<file path="config.mk">
export PLATFORM = sky130hd
export DESIGN_NAME = cp_remove
export DESIGN_NICKNAME = d
export VERILOG_FILES = /design/src/rtl/cp_remove.sv
export SDC_FILE = /design/constraint.sdc
export NUM_CORES = 1
export LEC_CHECK = 0
export CORE_UTILIZATION = 55
export DETAILED_ROUTE_END_ITERATION = 10
export PLACE_DENSITY = 0.85
export SLEW_MARGIN = 10
export SYNTH_ARGS = -nofsm -noshare
export SYNTH_HDL_FRONTEND = slang
export SYNTH_SLANG_ARGS = --single-unit
export TNS_END_PERCENT = 1
</file>
<file path="constraint.sdc">
create_clock -name clk -period 7 [get_ports clk]
set_input_delay 0.7 -clock clk [delete_from_list [all_inputs] [get_ports clk]]
set_output_delay 0.7 -clock clk [all_outputs]
set_load 0.02 [all_outputs]
</file>
<file path="src/rtl/cp_remove.sv">
// Cyclic-prefix removal: drops the guard samples of each OFDM symbol and forwards the NFFT useful samples.
// Latency: 1 cycle. Backpressure: 2-entry output buffer; ack_o drops only while the buffer is full in DATA.
module cp_remove #(
    parameter int NFFT = 256,
    parameter int CW   = 8
) (
    input  logic        clk,
    input  logic        rst,
    input  logic [31:0] dat_in,
    input  logic        cyc_i,
    input  logic        stb_i,
    output logic        ack_o,
    input  logic [1:0]  cp_len,
    output logic [31:0] dat_out,
    output logic        cyc_o,
    output logic        stb_o,
    output logic        we_o,
    input  logic        ack_i,
    output logic        sym_start,
    output logic [7:0]  sym_cnt
);

    typedef enum logic [1:0] {IDLE, CP, DATA} state_t;

    state_t          state, state_nxt;
    logic            cyc_i_pp;
    logic [CW-1:0]   cnt;
    logic [CW-1:0]   g_len;
    logic [32:0]     buf_mem [2];
    logic            wr_ptr, rd_ptr;
    logic [1:0]      buf_cnt;
    logic            buf_full, buf_empty;
    logic            frame_rise, up_acc, push, pop;
    logic            cp_last, data_last;

    assign frame_rise = cyc_i & ~cyc_i_pp;
    assign buf_full   = (buf_cnt == 2'd2);
    assign buf_empty  = (buf_cnt == 2'd0);
    assign ack_o      = cyc_i & stb_i & ((state == CP) | ((state == DATA) & ~buf_full));
    assign up_acc     = ack_o;
    assign push       = up_acc & (state == DATA);
    assign pop        = stb_o & ack_i;
    assign cp_last    = (cnt == g_len - CW'(1));
    assign data_last  = (cnt == CW'(NFFT - 1));

    always_ff @(posedge clk or posedge rst) begin
        if (rst) state <= IDLE;
        else     state <= state_nxt;
    end

    always_comb begin
        state_nxt = state;
        case (state)
            IDLE: if (frame_rise) state_nxt = CP;
            CP: begin
                if (!cyc_i)                  state_nxt = IDLE;
                else if (up_acc && cp_last)  state_nxt = DATA;
            end
            DATA: begin
                if (!cyc_i)                   state_nxt = IDLE;
                else if (up_acc && data_last) state_nxt = CP;
            end
            default: state_nxt = IDLE;
        endcase
    end

    // Guard length is frozen at frame start; later cp_len changes are ignored.
    always_ff @(posedge clk or posedge rst) begin
        if (rst) begin
            cyc_i_pp <= 1'b0;
            cnt      <= '0;
            g_len    <= '0;
            sym_cnt  <= 8'd0;
        end else begin
            cyc_i_pp <= cyc_i;
            if (state == IDLE && frame_rise) begin
                g_len   <= CW'(NFFT / 4) >> cp_len;
                cnt     <= '0;
                sym_cnt <= 8'd0;
            end else if (up_acc) begin
                if (state == CP) begin
                    cnt <= cp_last ? '0 : cnt + CW'(1);
                end else if (state == DATA) begin
                    cnt <= data_last ? '0 : cnt + CW'(1);
                    if (data_last) sym_cnt <= sym_cnt + 8'd1;
                end
            end
        end
    end

    always_ff @(posedge clk) begin
        if (push) buf_mem[wr_ptr] <= {(cnt == '0), dat_in};
    end

    always_ff @(posedge clk or posedge rst) begin
        if (rst) begin
            wr_ptr  <= 1'b0;
            rd_ptr  <= 1'b0;
            buf_cnt <= 2'd0;
        end else begin
            if (push) wr_ptr <= ~wr_ptr;
            if (pop)  rd_ptr <= ~rd_ptr;
            case ({push, pop})
                2'b10:   buf_cnt <= buf_cnt + 2'd1;
                2'b01:   buf_cnt <= buf_cnt - 2'd1;
                default: buf_cnt <= buf_cnt;
            endcase
        end
    end

    // cyc_o outlives cyc_i until any buffered samples have drained.
    always_ff @(posedge clk or posedge rst) begin
        if (rst)                     cyc_o <= 1'b0;
        else if (frame_rise)         cyc_o <= 1'b1;
        else if (!cyc_i && buf_empty) cyc_o <= 1'b0;
    end

    assign stb_o     = ~buf_empty;
    assign we_o      = stb_o;
    assign dat_out   = buf_empty ? 32'd0 : buf_mem[rd_ptr][31:0];
    assign sym_start = buf_empty ? 1'b0  : buf_mem[rd_ptr][32];

endmodule

</file>
==> flow_metrics.tcl, run 1 <==
set metrics [dict create \
    p_leak_uw 0.00199 \
    relSlewSlack 0.308 \
    synth-seq-cells 94 \
    fin_util 0.722 \
    syn_nets 363 \
    slowest_stage "clkdlybuf4s50_1" \
    vdd.ir_drop.worst_mv 0.193 \
    grt_antenna_before_repair 0 \
    worst-slew-pin-transition_ns 1.03 \
    period_share 0.449 \
    rsz0062_at_grt "false" \
    r2r_cells 4 \
    critPathMaxStageDelay_ns 0.68 \
    drt_wl_total_um 8220 \
    synth-seq-area-share 0.651 \
    cp.arrival_ns 2.44 \
    crit_path_end_kind "output pin" \
    critPathRequiredTime_ns 6.30 \
    drtPass1Iterations 4 \
    dieHeight_um 88.6 \
    post-route-drc-count 0 \
    routed-wl-met2_um 4190 \
    path_max_fanout 6 \
    power_uw 1590 \
    grt_pass1_wl_um 12700 \
    ctsHoldBuffers 0 \
    holdWs_ns 0.503 \
    p_per_area_mw_per_mm2 304 \
    syn_inst 319 \
    synth_flop_cell "edfxtp_1" \
    reg2reg_to "buf_mem[0][23]$_DFFE_PP_" \
    hold_viol 0 \
    setup_tns_ns 0 \
    cts_tree "yes" \
    grt_use_total 0.221 \
    top_layer_used "met4" \
    cap_violations 0 \
    ant_nets 0 \
    worstReg2RegStart "state[0]$_DFFE_PP0P_" \
    htreeDepth 3 \
    clkSlewWorstSetupHoldPaths_ns 0.09 \
    clk_latency_ns 0.36 \
    die_area_mm2 0.00785 \
    cts_buffers 9 \
    grt_pass1_vias 2692 \
    synth_area_mm2 0.00412 \
    hpwl_um 5670 \
    cts_buffer_depth 2 \
    status "complete, no violations" \
    r2r_setup_slack_ns 4.55 \
    diodes 0 \
    ctsResizeCount 0 \
    synth-edff-count 66 \
    drv_slew 0 \
    fp.dieW_um 88.6 \
    fillers 492 \
    min_path_type "reg -> reg" \
    whs_path_depth 1 \
    final.setup_skew_ns 0.00980 \
    synth.avg_cell_area_um2 12.9 \
    wl_met1_um 3430 \
    row_count 31 \
    cts-root-buf "clkbuf_8" \
    start_util 0.568 \
    place_ws_ns 3.71 \
    grt_max_degree 35 \
    hold-path-endpoint "cyc_o$_DFFE_PP0P_" \
    fmax_mhz 318 \
    post-cts-setup-buffer-count 0 \
    setup_slack_ns 3.86 \
    area_delta_synth_final_pct 27.0 \
    synth_cell_types 51 \
    wl_per_cell_um 16.2 \
    yosysWarningCount 0 \
    setup_viol 0 \
    crit_type "in -> out" \
    crit_chain "clkdlybuf4s50_1 -> nand2_1 -> nor2_1 -> clkdlybuf4s50_1" \
    overflow 0 \
    startpoint_type "input port" \
    drt_iter0_drc 160 \
    hp-start "cyc_i_pp$_DFF_PP0_" \
    routabilityCongestion 0.907 \
    core_area_mm2 0.00725 \
    port-buffer-count 83 \
    routed_via_density 5.48 \
    drive_gt1_frac 0.0831 \
    io_pins 84 \
    fin_crit_ns 3.14 \
    nets 448 \
    critPathMostFrequentCell "clkdlybuf4s50_1" \
    vias 2782 \
    route.met3.wl_um 466 \
    clock_sinks 94 \
    ys_async_sr_fraction 0.298 \
]
-- state kept, by name, summed over array words and instances, names as in the netlist --
| name | cells |
|---|---|
| g_len | 4 |
| state | 2 |
| buf_cnt | 2 |
| cyc_i_pp | 1 |
| cnt | 8 |
| buf_mem | 66 |
| sym_cnt | 8 |
| rd_ptr | 1 |
| cyc_o | 1 |
| wr_ptr | 1 |
-- stage by stage --
step           cell area, µm²  cells
2_1_floorplan            4120    319
3_3_place_gp             5050    492
3_5_place_dp             5050    492
4_1_cts                  5240    508
5_1_grt                  5240    508
6_report                 5240    508
-- critical path: cells and delay by family --
family	cells	cell delay, ns
simple gates	2	0.50
buf+inv	2	1.25
-- cell families (layout without fill, tap and decap cells) --
kind of cell / after synthesis / count (layout) / synth area share
and+or+nand+nor: 115 / 115 / 0.142
DFF: 94 / 94 / 0.651
muxes: 34 / 34 / 0.0829
AOI/OAI and AO/OA: 30 / 30 / 0.0477
buffers and inverters: 25 / 115 / 0.0276
xor gates and xnor gates: 16 / 16 / 0.0340
adders and majority gates: 5 / 5 / 0.0152
-- routing by layer --
metal,up-vias,GRT usage
li1,1316,-
met1,1354,0.277
met2,96,0.380
met3,16,0.0410
met4,0,0.0909
met5,-,0
-- synthesized netlist by cell type (2+ instances only) --
master,count,share of area
buf_2,5,0.0061
nand3_1,8,0.0097
dfrtp_1,28,0.17
xnor2_1,8,0.017
and2_1,3,0.0046
nand3b_1,2,0.0036
inv_1,13,0.012
nand2_1,21,0.019
o211ai_1,2,0.0036
xor2_1,8,0.017
o21ai_0,7,0.0085
mux2i_1,33,0.080
or3_1,2,0.0030
o32ai_1,2,0.0042
nor4_1,3,0.0046
nand4b_1,2,0.0042
nand2b_1,4,0.0061
a21oi_1,6,0.0073
nor2_1,45,0.041
o21ai_1,2,0.0024
nand4_1,5,0.0076
edfxtp_1,66,0.48
clkbuf_1,5,0.0046
o31ai_1,2,0.0036
ha_1,5,0.015
nor3_1,7,0.0085
-- how the worst max path moves through the flow --
stage	start	cells after the start	end	slack (ns)
floorplan	stb_i	5	buf_mem[0][0]$_DFFE_PP_	3.82
detailed placement	cyc_i	5	buf_mem[0][16]$_DFFE_PP_	3.71
global route	rd_ptr$_DFFE_PP0P_	3	dat_out[19]	3.80
CTS	cyc_i	4	ack_o	3.88
finish	cyc_i	4	ack_o	3.86
global placement	cyc_i	5	buf_mem[0][5]$_DFFE_PP_	3.77
-- cells in the final DEF, fill, tap and decap left out, types with 2 or more instances in the layout --
cell and n:
clkdlybuf4s50_1 83, edfxtp_1 66, nor2_1 43, mux2i_1 33, dfrtp_1 27, nand2_1 21, inv_1 12, clkbuf_8 9
nand3_1 8, xor2_1 8, xnor2_1 8, nor3_1 7, o21ai_0 7, a21oi_1 6, nand4_1 5, ha_1 5
nand2b_1 4, and2_1 3, nor4_1 3, inv_8 3, clkinvlp_4 3, buf_4 3, nand3b_1 2, o31ai_1 2
nand4b_1 2, o211ai_1 2, nor2_2 2, o32ai_1 2, o21ai_1 2, or3_1 2
-- area by class of cell --
class                   instances  area (µm²)  share of cell area
clock buffers                   9         124              0.0237
well taps                      99         124              0.0237
clock inverters                 7        65.1              0.0124
flip-flops and latches         94        2680               0.513
inverters                      13        48.8             0.00932
multi-input cells             200        1340               0.255
repair buffers                 86         853               0.163
-- where the power goes --
| part | switching [µW] | internal (µW) | total (µW) |
|---|---|---|---|
| registers | 69.5 | 615 | 684 |
| clock network | 201 | 138 | 338 |
| logic | 281 | 291 | 571 |
| total | 551 | 1040 | 1590 |
(Power assumes the default switching activity.)
==> run 2, diff against run 1 <==
CORE_UTILIZATION = 51   (was 55)
PLACE_DENSITY = 0.79   (was 0.85)
clock period = 2.9 ns   (was 7 ns; I/O delays follow)
==> run 2 against run 1 <==
Flip-flop and latch count did not move. Wire length is 2.0% lower. Sequential share of layout area decreased by 0.72 points. First-iteration DRC count decreased by 22%. Non-clock buffer count is 5 higher. Critical path type is now reg -> out.
==> flow_metrics.tcl, run 2 (synthesized netlist as in run 1, its figures left out) <==
set metrics [dict create \
    cts_buffer_depth 2 \
    drt_iter0_drc 125 \
    critPathRequiredTime_ns 2.61 \
    cp.arrival_ns 2.28 \
    row_count 32 \
    overflow 0 \
    p_leak_uw 0.00203 \
    grt_use_total 0.203 \
    post-route-drc-count 0 \
    p_per_area_mw_per_mm2 735 \
    hpwl_um 5650 \
    largest-register "buf_mem" \
    cap_violations 0 \
    grt_antenna_before_repair 0 \
    cts_buffers 9 \
    grt_max_degree 34 \
    die_area_mm2 0.00845 \
    setup_tns_ns 0 \
    setup_viol 0 \
    relSlewSlack 0.613 \
    startpoint_type "register" \
    grt_pass1_wl_um 13100 \
    ctsResizeCount 0 \
    core_area_mm2 0.00777 \
    area_delta_synth_final_pct 28.8 \
    post-cts-setup-buffer-count 0 \
    fp.dieW_um 91.9 \
    final.setup_skew_ns 0.00693 \
    fillers 563 \
    min_path_type "in -> async" \
    clock_sinks 94 \
    crit_path_end_kind "output pin" \
    htreeDepth 3 \
    vias 2779 \
    seqPwrFrac 0.411 \
    nets 453 \
    period_share 0.885 \
    clk_latency_ns 0.36 \
    drv_slew 0 \
    largest_reg_flops 66 \
    power_frac_clock 0.214 \
    ctsHoldBuffers 0 \
    combPwrFrac 0.375 \
    ant_nets 0 \
    p_int_uw 2550 \
    clkSlewWorstSetupHoldPaths_ns 0.10 \
    worst-slew-pin-transition_ns 0.579 \
    wl_per_cell_um 15.6 \
    place_inst 500 \
    io_pins 84 \
    drive_gt1_frac 0.0942 \
    routabilityCongestion 0.788 \
    port-buffer-count 83 \
    fmax_mhz 390 \
    rsz0062_at_grt "false" \
    start_util 0.531 \
    crit_type "reg -> out" \
    switching_power_uw 1350 \
    hold_viol 0 \
    grt_pass1_vias 2717 \
    cts_tree "yes" \
    routed_via_density 5.39 \
    status "complete, no violations" \
    top_regs "buf_mem (66), cnt (8), sym_cnt (8)" \
    vdd.ir_drop.worst_mv 0.350 \
    holdWs_ns 0.304 \
    swShare 0.346 \
    final-instance-count-excl-fill 516 \
    final_cell_mix "clkdlybuf4s50_1 (83), edfxtp_1 (66), nor2_1 (43)" \
    cts-root-buf "clkbuf_8" \
    dieHeight_um 91.9 \
    drtPass1Iterations 4 \
    drt_wl_total_um 8060 \
    path_max_fanout 20 \
    diodes 0 \
    fin_crit_ns 2.57 \
    mostFrequentLayoutCell "clkdlybuf4s50_1" \
]
==> run 2: changes by cell type in the layout (fill, tap and decap cells not counted), moves of 2 or more <==
| cell | previous run | this run |
|---|---|---|
| clkinvlp_4 | 3 | 0 |
| clkinv_4 | 0 | 3 |
| buf_4 | 3 | 6 |
| buf_12 | 0 | 2 |
==> run 2: path summary, 6_finish.rpt <==
check | startpoint | end | slack, ns | depth (start not counted)
min in group clk | cyc_i | cyc_i_pp$_DFF_PP0_ | 0.50 | 1
worst max register to register | g_len[3]$_DFFE_PP0P_ | cnt[4]$_DFFE_PP0P_ | 0.77 | 7
worst min register to register | cyc_i_pp$_DFF_PP0_ | cyc_o$_DFFE_PP0P_ | 0.51 | 1
worst max-delay path | rd_ptr$_DFFE_PP0P_ | dat_out[13] | 0.33 | 4
worst min-delay path | rst | sym_cnt[7]$_DFFE_PP0P_ | 0.30 | 3
max in group asynchronous | rst | rd_ptr$_DFFE_PP0P_ | 2.30 | 3
==> run 2: final cells by class <==
| cell class | instances | area [µm²] | area share |
|---|---|---|---|
| Multi-Input combinational cell | 200 | 1340 | 0.252 |
| Inverter | 13 | 48.8 | 0.00919 |
| Sequential cell | 94 | 2680 | 0.505 |
| Clock inverter | 7 | 73.8 | 0.0139 |
| Clock buffer | 9 | 124 | 0.0233 |
| Tap cell | 102 | 128 | 0.0240 |
| Timing Repair Buffer | 91 | 916 | 0.172 |
==> run 2: power by group through the flow <==
| stage | sequential, µW | clock [µW] | combinational (µW) |
|---|---|---|---|
| 3_5_place_dp | 1630 | 0 | 1470 |
| 5_1_grt | 1620 | 905 | 1570 |
| 6_report | 1600 | 833 | 1460 |
| 2_1_floorplan | 1550 | 0 | 892 |
| 4_1_cts | 1610 | 851 | 1480 |
| 3_3_place_gp | 1630 | 0 | 1450 |
==> run 2: routing by layer <==
layer	global-route usage	vias up	share of wire
met1	0.260	1350	0.45
met2	0.348	87	0.48
met4	0.0625	0	0.013
met3	0.0406	10	0.052
met5	0	-	0
li1	-	1332	-
==> run 2: critical path: stages (launching register included) <==
cell and delay [ns]:
dfrtp_2 0.74, buf_4 0.32, mux2i_1 0.11, nor2_1 0.13, clkdlybuf4s50_1 0.62
==> run 2: through the flow <==
stage               instance area (µm²)  power, µW   util  worst slack, ns
floorplan                          4130       2450      -            0.501
global placement                   5110       3080  0.658            0.663
detailed placement                 5110       3110  0.658            0.611
CTS                                5310       3930  0.684            0.315
global route                       5310       4090  0.684            0.232
finish                             5310       3900  0.684            0.333
==> run 3, diff against run 2 <==
CORE_MARGIN = 4   (was not set)
==> run 3 against run 2 <==
Power decreased by 1.0%. First-iteration DRC count is 1.6% lower. Hold slack worse by 0.013 ns. Clock-buffer cell count unchanged. Flip-flop and latch count is the same. Sequential share of layout area up 0.11 points. Register-to-register slack worse by 0.02 ns. Critical path depth stayed put. Critical path type unchanged.
==> flow_metrics.tcl, run 3 (synthesized netlist as in run 1, its figures left out) <==
set metrics [dict create \
    post-route-drc-count 0 \
    setup_slack_ns 0.302 \
    cap_violations 0 \
    row_count 32 \
    clkSlewWorstSetupHoldPaths_ns 0.09 \
    status "complete, no violations" \
    post-cts-setup-buffer-count 0 \
    grt_pass1_vias 2724 \
    final_area_mm2 0.00530 \
    hpwl_um 5730 \
    grt_max_degree 34 \
    drt_iter0_drc 123 \
    min_path_type "in -> async" \
    ctsHoldBuffers 0 \
    drive_gt1_frac 0.0964 \
    p_int_uw 2530 \
    p_per_area_mw_per_mm2 729 \
    port-buffer-count 83 \
    crit_type "reg -> out" \
    cts_tree "yes" \
    startpoint_type "register" \
    grt_use_total 0.175 \
    reg2reg_to "cnt[1]$_DFFE_PP0P_" \
    mostFrequentLayoutCell "clkdlybuf4s50_1" \
    routabilityCongestion 0.859 \
    fin_crit_ns 2.60 \
    crit_chain "buf_4 -> mux2i_1 -> nor2_1 -> clkdlybuf4s50_1" \
    fp.dieW_um 97.9 \
    die_area_mm2 0.00959 \
    largest-register "buf_mem" \
    ant_nets 0 \
    r2r_cells 7 \
    p_leak_uw 0.00202 \
    power_frac_clock 0.210 \
    critPathRequiredTime_ns 2.61 \
    io_pins 84 \
    fillers 575 \
    fmax_mhz 385 \
    final_cell_mix "clkdlybuf4s50_1 (83), edfxtp_1 (66), nor2_1 (43)" \
    critPathTopFamily "buffers and inverters" \
    routed_via_density 5.33 \
    clock_sinks 94 \
    start_util 0.528 \
    setup_tns_ns 0 \
    worst-slew-pin-transition_ns 0.677 \
    drtPass1Iterations 4 \
    drv_slew 0 \
    period_share 0.896 \
    place_area_mm2 0.00511 \
    cts_buffer_depth 2 \
    nets 454 \
    rsz0062_at_grt "false" \
    cts-root-buf "clkbuf_8" \
    drt_wl_total_um 8060 \
    path_max_fanout 23 \
    switching_power_uw 1340 \
    final.setup_skew_ns 0.0110 \
    grt_pass1_wl_um 13400 \
    vias 2756 \
    core_area_mm2 0.00781 \
    combPwrFrac 0.371 \
    critPathMaxStageDelay_ns 0.82 \
    crit_path_end_kind "output pin" \
    r2r_setup_slack_ns 0.75 \
    overflow 0 \
    htreeDepth 3 \
    wl_per_cell_um 15.6 \
    swShare 0.346 \
    hold_viol 0 \
    diodes 0 \
    place_ws_ns 0.639 \
    worstReg2RegStart "g_len[3]$_DFFE_PP0P_" \
    setup_viol 0 \
    grt_antenna_before_repair 0 \
    path_buf_inv 2 \
    cts_buffers 9 \
    slowest_stage "dfrtp_2" \
    power_uw 3860 \
    cp.arrival_ns 2.31 \
    seqPwrFrac 0.419 \
    area_delta_synth_final_pct 28.5 \
    ctsResizeCount 0 \
    top_regs "buf_mem (66), cnt (8), sym_cnt (8)" \
    largest_reg_flops 66 \
    relSlewSlack 0.549 \
    vdd.ir_drop.worst_mv 0.285 \
    dieHeight_um 97.9 \
    clk_latency_ns 0.36 \
]
==> run 3: metrics by stage <==
step | hold WS [ns] | instances | util
6_report | 0.291 | 517 | 0.679
5_1_grt | 0.324 | 517 | 0.679
4_1_cts | 0.305 | 517 | 0.679
3_5_place_dp | 0.506 | 501 | 0.654
3_3_place_gp | 0.488 | 501 | 0.654
2_1_floorplan | 0.321 | 319 | -
==> run 3: worst max path at each step <==
stage,start,to,slack [ns],cells after the start
final,rd_ptr$_DFFE_PP0P_,dat_out[13],0.30,4
after global routing,rd_ptr$_DFFE_PP0P_,dat_out[12],0.19,4
after floorplan,state[0]$_DFFE_PP0P_,buf_mem[0][0]$_DFFE_PP_,0.50,5
after global placement,cyc_i,ack_o,0.66,4
after detailed placement,cyc_i,buf_mem[0][8]$_DFFE_PP_,0.64,6
after CTS,rd_ptr$_DFFE_PP0P_,dat_out[13],0.27,4
==> run 3: area by class of cell <==
class	count	area, µm²	share of cell area
well taps	102	128	0.0241
repair buffers	92	911	0.172
clock buffers	9	124	0.0234
inverters	13	48.8	0.00921
flip-flops and latches	94	2680	0.506
multi-input cells	200	1340	0.252
clock inverters	7	67.6	0.0128
==> run 3: routing by layer <==
metal / global-route usage / vias up / part of all wire
met2: 0.290 / 82 / 0.49
met4: 0.0490 / 0 / 0.015
met5: 0 / - / 0
met1: 0.226 / 1324 / 0.44
li1: - / 1339 / -
met3: 0.0493 / 11 / 0.062
==> run 3: power groups by stage <==
| stage | registers (µW) | clock network [µW] | logic, µW |
|---|---|---|---|
| floorplan | 1550 | 0 | 892 |
| global placement | 1640 | 0 | 1420 |
| detailed placement | 1650 | 0 | 1450 |
| CTS | 1620 | 839 | 1450 |
| global route | 1630 | 889 | 1520 |
| finish | 1620 | 813 | 1430 |
==> edit 1: new RTL, settings of run 3 <==
Re-encode `state_t` (3 states) as one-hot, 3 bits wide.
--- a/src/rtl/cp_remove.sv
+++ b/src/rtl/cp_remove.sv
@@ -22,3 +22,3 @@
 
-    typedef enum logic [1:0] {IDLE, CP, DATA} state_t;
+    typedef enum logic [2:0] {IDLE = 3'b001, CP = 3'b010, DATA = 3'b100} state_t;
 
Behaviour: no difference found for any inputs over 10 cycles, from zero or initial values and one cycle with rst high; not proved beyond that.
==> edit 1 against run 3 <==
  * Wire length is 1.9% lower
  * Critical endpoint is now ack_o
  * Maximum frequency shrank 0.67%
  * Count of clock-buffer cells in the layout is the same
  * Sequential cell count is 1 higher
  * Critical path type is now in2out
  * Die area decreased by 0.67%
  * Setup slack got worse by 0.018 ns
  * Design area fell by 0.31%
  * Synthesized area shrank 0.73%
  * Synthesized cell count decreased by 0.63%
  * Non-clock buffer count unchanged
Power is not compared: it rests on default switching activity, and its combinational part moved more than twofold at a synthesized area within 25%.
==> edit 1: results (changes against run 3) <==
- The area after detailed placement came to 5080 µm² (-0.54%).
- The length in cells of the worst reg-to-reg path came to 8 (+1).
- The number of cells in the finished layout apart from fillers is 514 (-0.58%).
- The final-layout non-clock buffer area share came to 0.170 (-0.00184).
- The final critical-path required period is 2.62 ns (+0.0175 ns).
- By area the synthesized netlist is led by edfxtp_1 48%, dfrtp_1 17%, mux2i_1 8.1%.
- The post-route met1 wirelength came to 3650 µm (+3.6%).
- In this run the worst setup path terminates at ack_o.
- The reg2reg setup slack was 0.67 ns (-0.08 ns).
- The total via count in the routed design is 2725 (-1.1%).
- The total track usage is 0.170 (-0.00464).
- The commonest cells after synthesis are 66 x edfxtp_1, 55 x nor2_1, 33 x mux2i_1.
- The violation count after the first detailed-routing iteration is 110 (-11%).
- The post-layout net count is 451 (-0.66%).
- The last weighted congestion value of the routability-driven placer is 0.817 (-4.8%).
- The minimum setup slack after placement is 0.302 ns (-0.337 ns).
- The number of filler instances in the final layout is 562 (-2.3%).
- The average wire per cell in the routed design is 15.4 µm (-1.4%).
- The signal arrival time at the worst endpoint was 2.33 ns (+0.02 ns).
- The critical-path maximum fanout is 10 (-57%).
- The global routing usage on met2 is 0.264 (-0.0260).
- The met3 layer wire length in the routed design is 440 µm (-11%).
- The met3 usage in global routing is 0.0517 (+0.00240).
- The flow ran to the end, and the final reports show no timing, DRC or antenna violations.
- The total nets after synthesis came to 361 (-0.55%).
- The cell total after placement was 498 (-0.60%).
- The critical path starts at cyc_i.
- The combined area of the multi-input logic cells is 1310 µm² (-2.0%).
- The clock tree root driver cell is clkbuf_8.
- The cell at the slowest stage of the critical path is clkdlybuf4s50_1.
- The wire length of the first global-routing pass is 13100 µm (-2.6%).
- The number of non-clock inverters came to 9 (-4).
- The met1 capacity usage during global routing is 0.240 (+0.0135).
- The detailed placement HPWL is 5620 µm (-2.1%).
- The count of flip-flops and latches is 95 (+1.1%).
- The relative slew slack came to 0.576 (+0.0278).
edit 1: worst min path at each step:
stage                  start    endpoint  slack [ns]  cells past startpoint
CTS                      rst  sym_cnt[3]        0.31                      2
global route             rst  sym_cnt[3]        0.33                      2
finish                   rst  sym_cnt[3]        0.30                      2
global placement    cyc_i_pp       cyc_o        0.46                      1
detailed placement  cyc_i_pp       cyc_o        0.49                      1
floorplan              cyc_i    cyc_i_pp        0.32                      0
edit 1: kinds of logic (layout without fill, tap and decap cells):
kind of cell | count (synthesis) | after routing | share of synthesized area
muxes | 33 | 33 | 0.0807
DFF | 95 | 95 | 0.662
and+or+nand+nor | 113 | 113 | 0.136
buffers and inverters | 22 | 117 | 0.0223
adders and majority gates | 5 | 5 | 0.0153
xor gates and xnor gates | 18 | 18 | 0.0385
AOI/OAI and AO/OA | 31 | 31 | 0.0452
==> edit 2: new RTL, settings of run 3 <==
Without the edit above. Change the parameter `CW` from 8 to 16.
--- a/src/rtl/cp_remove.sv
+++ b/src/rtl/cp_remove.sv
@@ -4,3 +4,3 @@
     parameter int NFFT = 256,
-    parameter int CW   = 8
+    parameter int CW   = 16
 ) (
Check against the original RTL: same outputs for any inputs over 10 cycles, from zero or initial values and one cycle with rst high; that may be too few to reach the edited logic, so the function may still have changed.
==> edit 2 against run 3 <==
  * Critical path depth grew 4
  * Setup slack improved by 0.073 ns
  * Wire length grew 18%
  * Synthesized area is 13% higher
  * Design area grew 9.5%
  * Sequential cell count is 8 higher
  * Non-clock buffer count shrank 1
  * Clock power is 2.7% higher
  * Die area is 12% higher
  * Power is 6.1% higher
  * Sequential power grew 6%
  * Critical endpoint is now cnt[3]
  * Largest power group unchanged
  * Highest routed layer unchanged
==> edit 2: results (changes against run 3) <==
- The signal arrival time at the worst endpoint is 2.77 ns (+0.46 ns).
- The number of non-clock inverters came to 11 (-2).
- The length of routed met2 wiring is 4600 µm (+17%).
- The share of the synthesized area in compound gates (AO/OA/AOI/OAI) is 0.0466 (-0.00102).
- The peak supply drop is 0.278 mV (-2.2%).
- In this run the worst setup path begins at g_len[4].
- The final wirelength is 9510 µm (+18%).
- The minimum setup slack after placement is 0.421 ns (-0.218 ns).
- The post-layout net count is 493 (+8.6%).
- The leakage component of the power is 2.24 nW (+11%).
- In the final layout, the registers with the most flip-flops are buf_mem (66), cnt (16), sym_cnt (8).
- The post-route met1 wirelength was 4080 µm (+16%).
- Ranked by instance count, the synthesized netlist is headed by 66 x edfxtp_1, 58 x nor2_1, 36 x dfrtp_1.
- The proportion of register bits with asynchronous set or reset after synthesis is 0.353 (+0.0551).
- The critical-path maximum fanout is 6 (-74%).
- The count of flip-flops and latches is 102 (+8.5%).
- The multi-input logic cell count is 233 (+17%).
- The number of filler instances in the final layout was 627 (+9.0%).
- The met3 layer wire length in the routed design is 585 µm (+18%).
- The last weighted congestion value of the routability-driven placer is 0.899 (+4.6%).
- The part of the power in the clock network is 0.204 (-0.006).
- The final-layout non-clock buffer area share is 0.156 (-0.0162).
- The total nets after synthesis came to 405 (+12%).
- Sorting the synthesized cells by area gives the leading types as edfxtp_1 43%, dfrtp_1 19%, mux2i_1 7.3%.
- The number of buffers outside the clock class in the layout is 91 (-1.1%).
- The detailed placement HPWL was 6720 µm (+17%).
- The critical path's largest stage delay was 0.47 ns (-0.35 ns).
- The cell at the slowest stage of the critical path is nor4b_4.
- The share of cells above drive strength 1 is 0.104 (+0.00737).
- The multiplexer area fraction after synthesis is 0.0757 (-0.00711).
- The area share of fa/ha/maj cells after synthesis was 0.0162 (+0.000998).
- The area share of xor/xnor cells in the synthesized design was 0.0453 (+0.0113).
- The sequential fraction of the synthesis area is 0.621 (-0.0297).
- The count of unique library cells instantiated by Yosys is 55 (+7.8%).
- The violation count after the first detailed-routing iteration is 160 (+30%).
- The global routing usage on met2 is 0.291 (+0.000634).
- The per-cell via count in the routed design is 5.49 (+3.0%).
- The met3 usage in global routing was 0.0329 (-0.0164).
- The area used by sequential logic in the layout is 2880 µm² (+7.5%).
- The clock skew came to 0.0117 ns (+0.000668 ns).
- The run finished with clean final reports.
- The power spent charging and discharging nets is 1.42 mW (+6.0%).
- The largest net degree at the start of global routing is 37 (+8.8%).
- The combinational group power is 1.54 mW (+8%).
edit 2: through the flow:
step | total power [mW] | area (µm²) | util | cells
floorplan | 2.61 | 4640 | - | 360
global placement | 3.26 | 5620 | 0.638 | 545
detailed placement | 3.30 | 5620 | 0.638 | 545
CTS | 4.13 | 5800 | 0.659 | 561
global route | 4.29 | 5800 | 0.659 | 561
finish | 4.10 | 5800 | 0.659 | 561
edit 2: path summary, 6_finish.rpt:
check                                end  slack, ns  cells past startpoint
setup / recovery                  cnt[3]       0.38                      8
hold / removal                sym_cnt[4]       0.31                      3
setup reg to reg                  cnt[3]       0.38                      8
hold reg to reg               buf_cnt[1]       0.51                      1
max in group asynchronous         rd_ptr       2.24                      3
min in group clk           buf_mem[1][7]       0.50                      1
edit 2: cell families (layout without fill, tap and decap cells):
kind of cell               count (synthesis)  in the layout
and+or+nand+nor                          139            139
DFF                                      102            102
muxes                                     35             35
AOI/OAI and AO/OA                         29             29
buffers and inverters                     25            118
xor gates and xnor gates                  24             24
adders and majority gates                  6              6
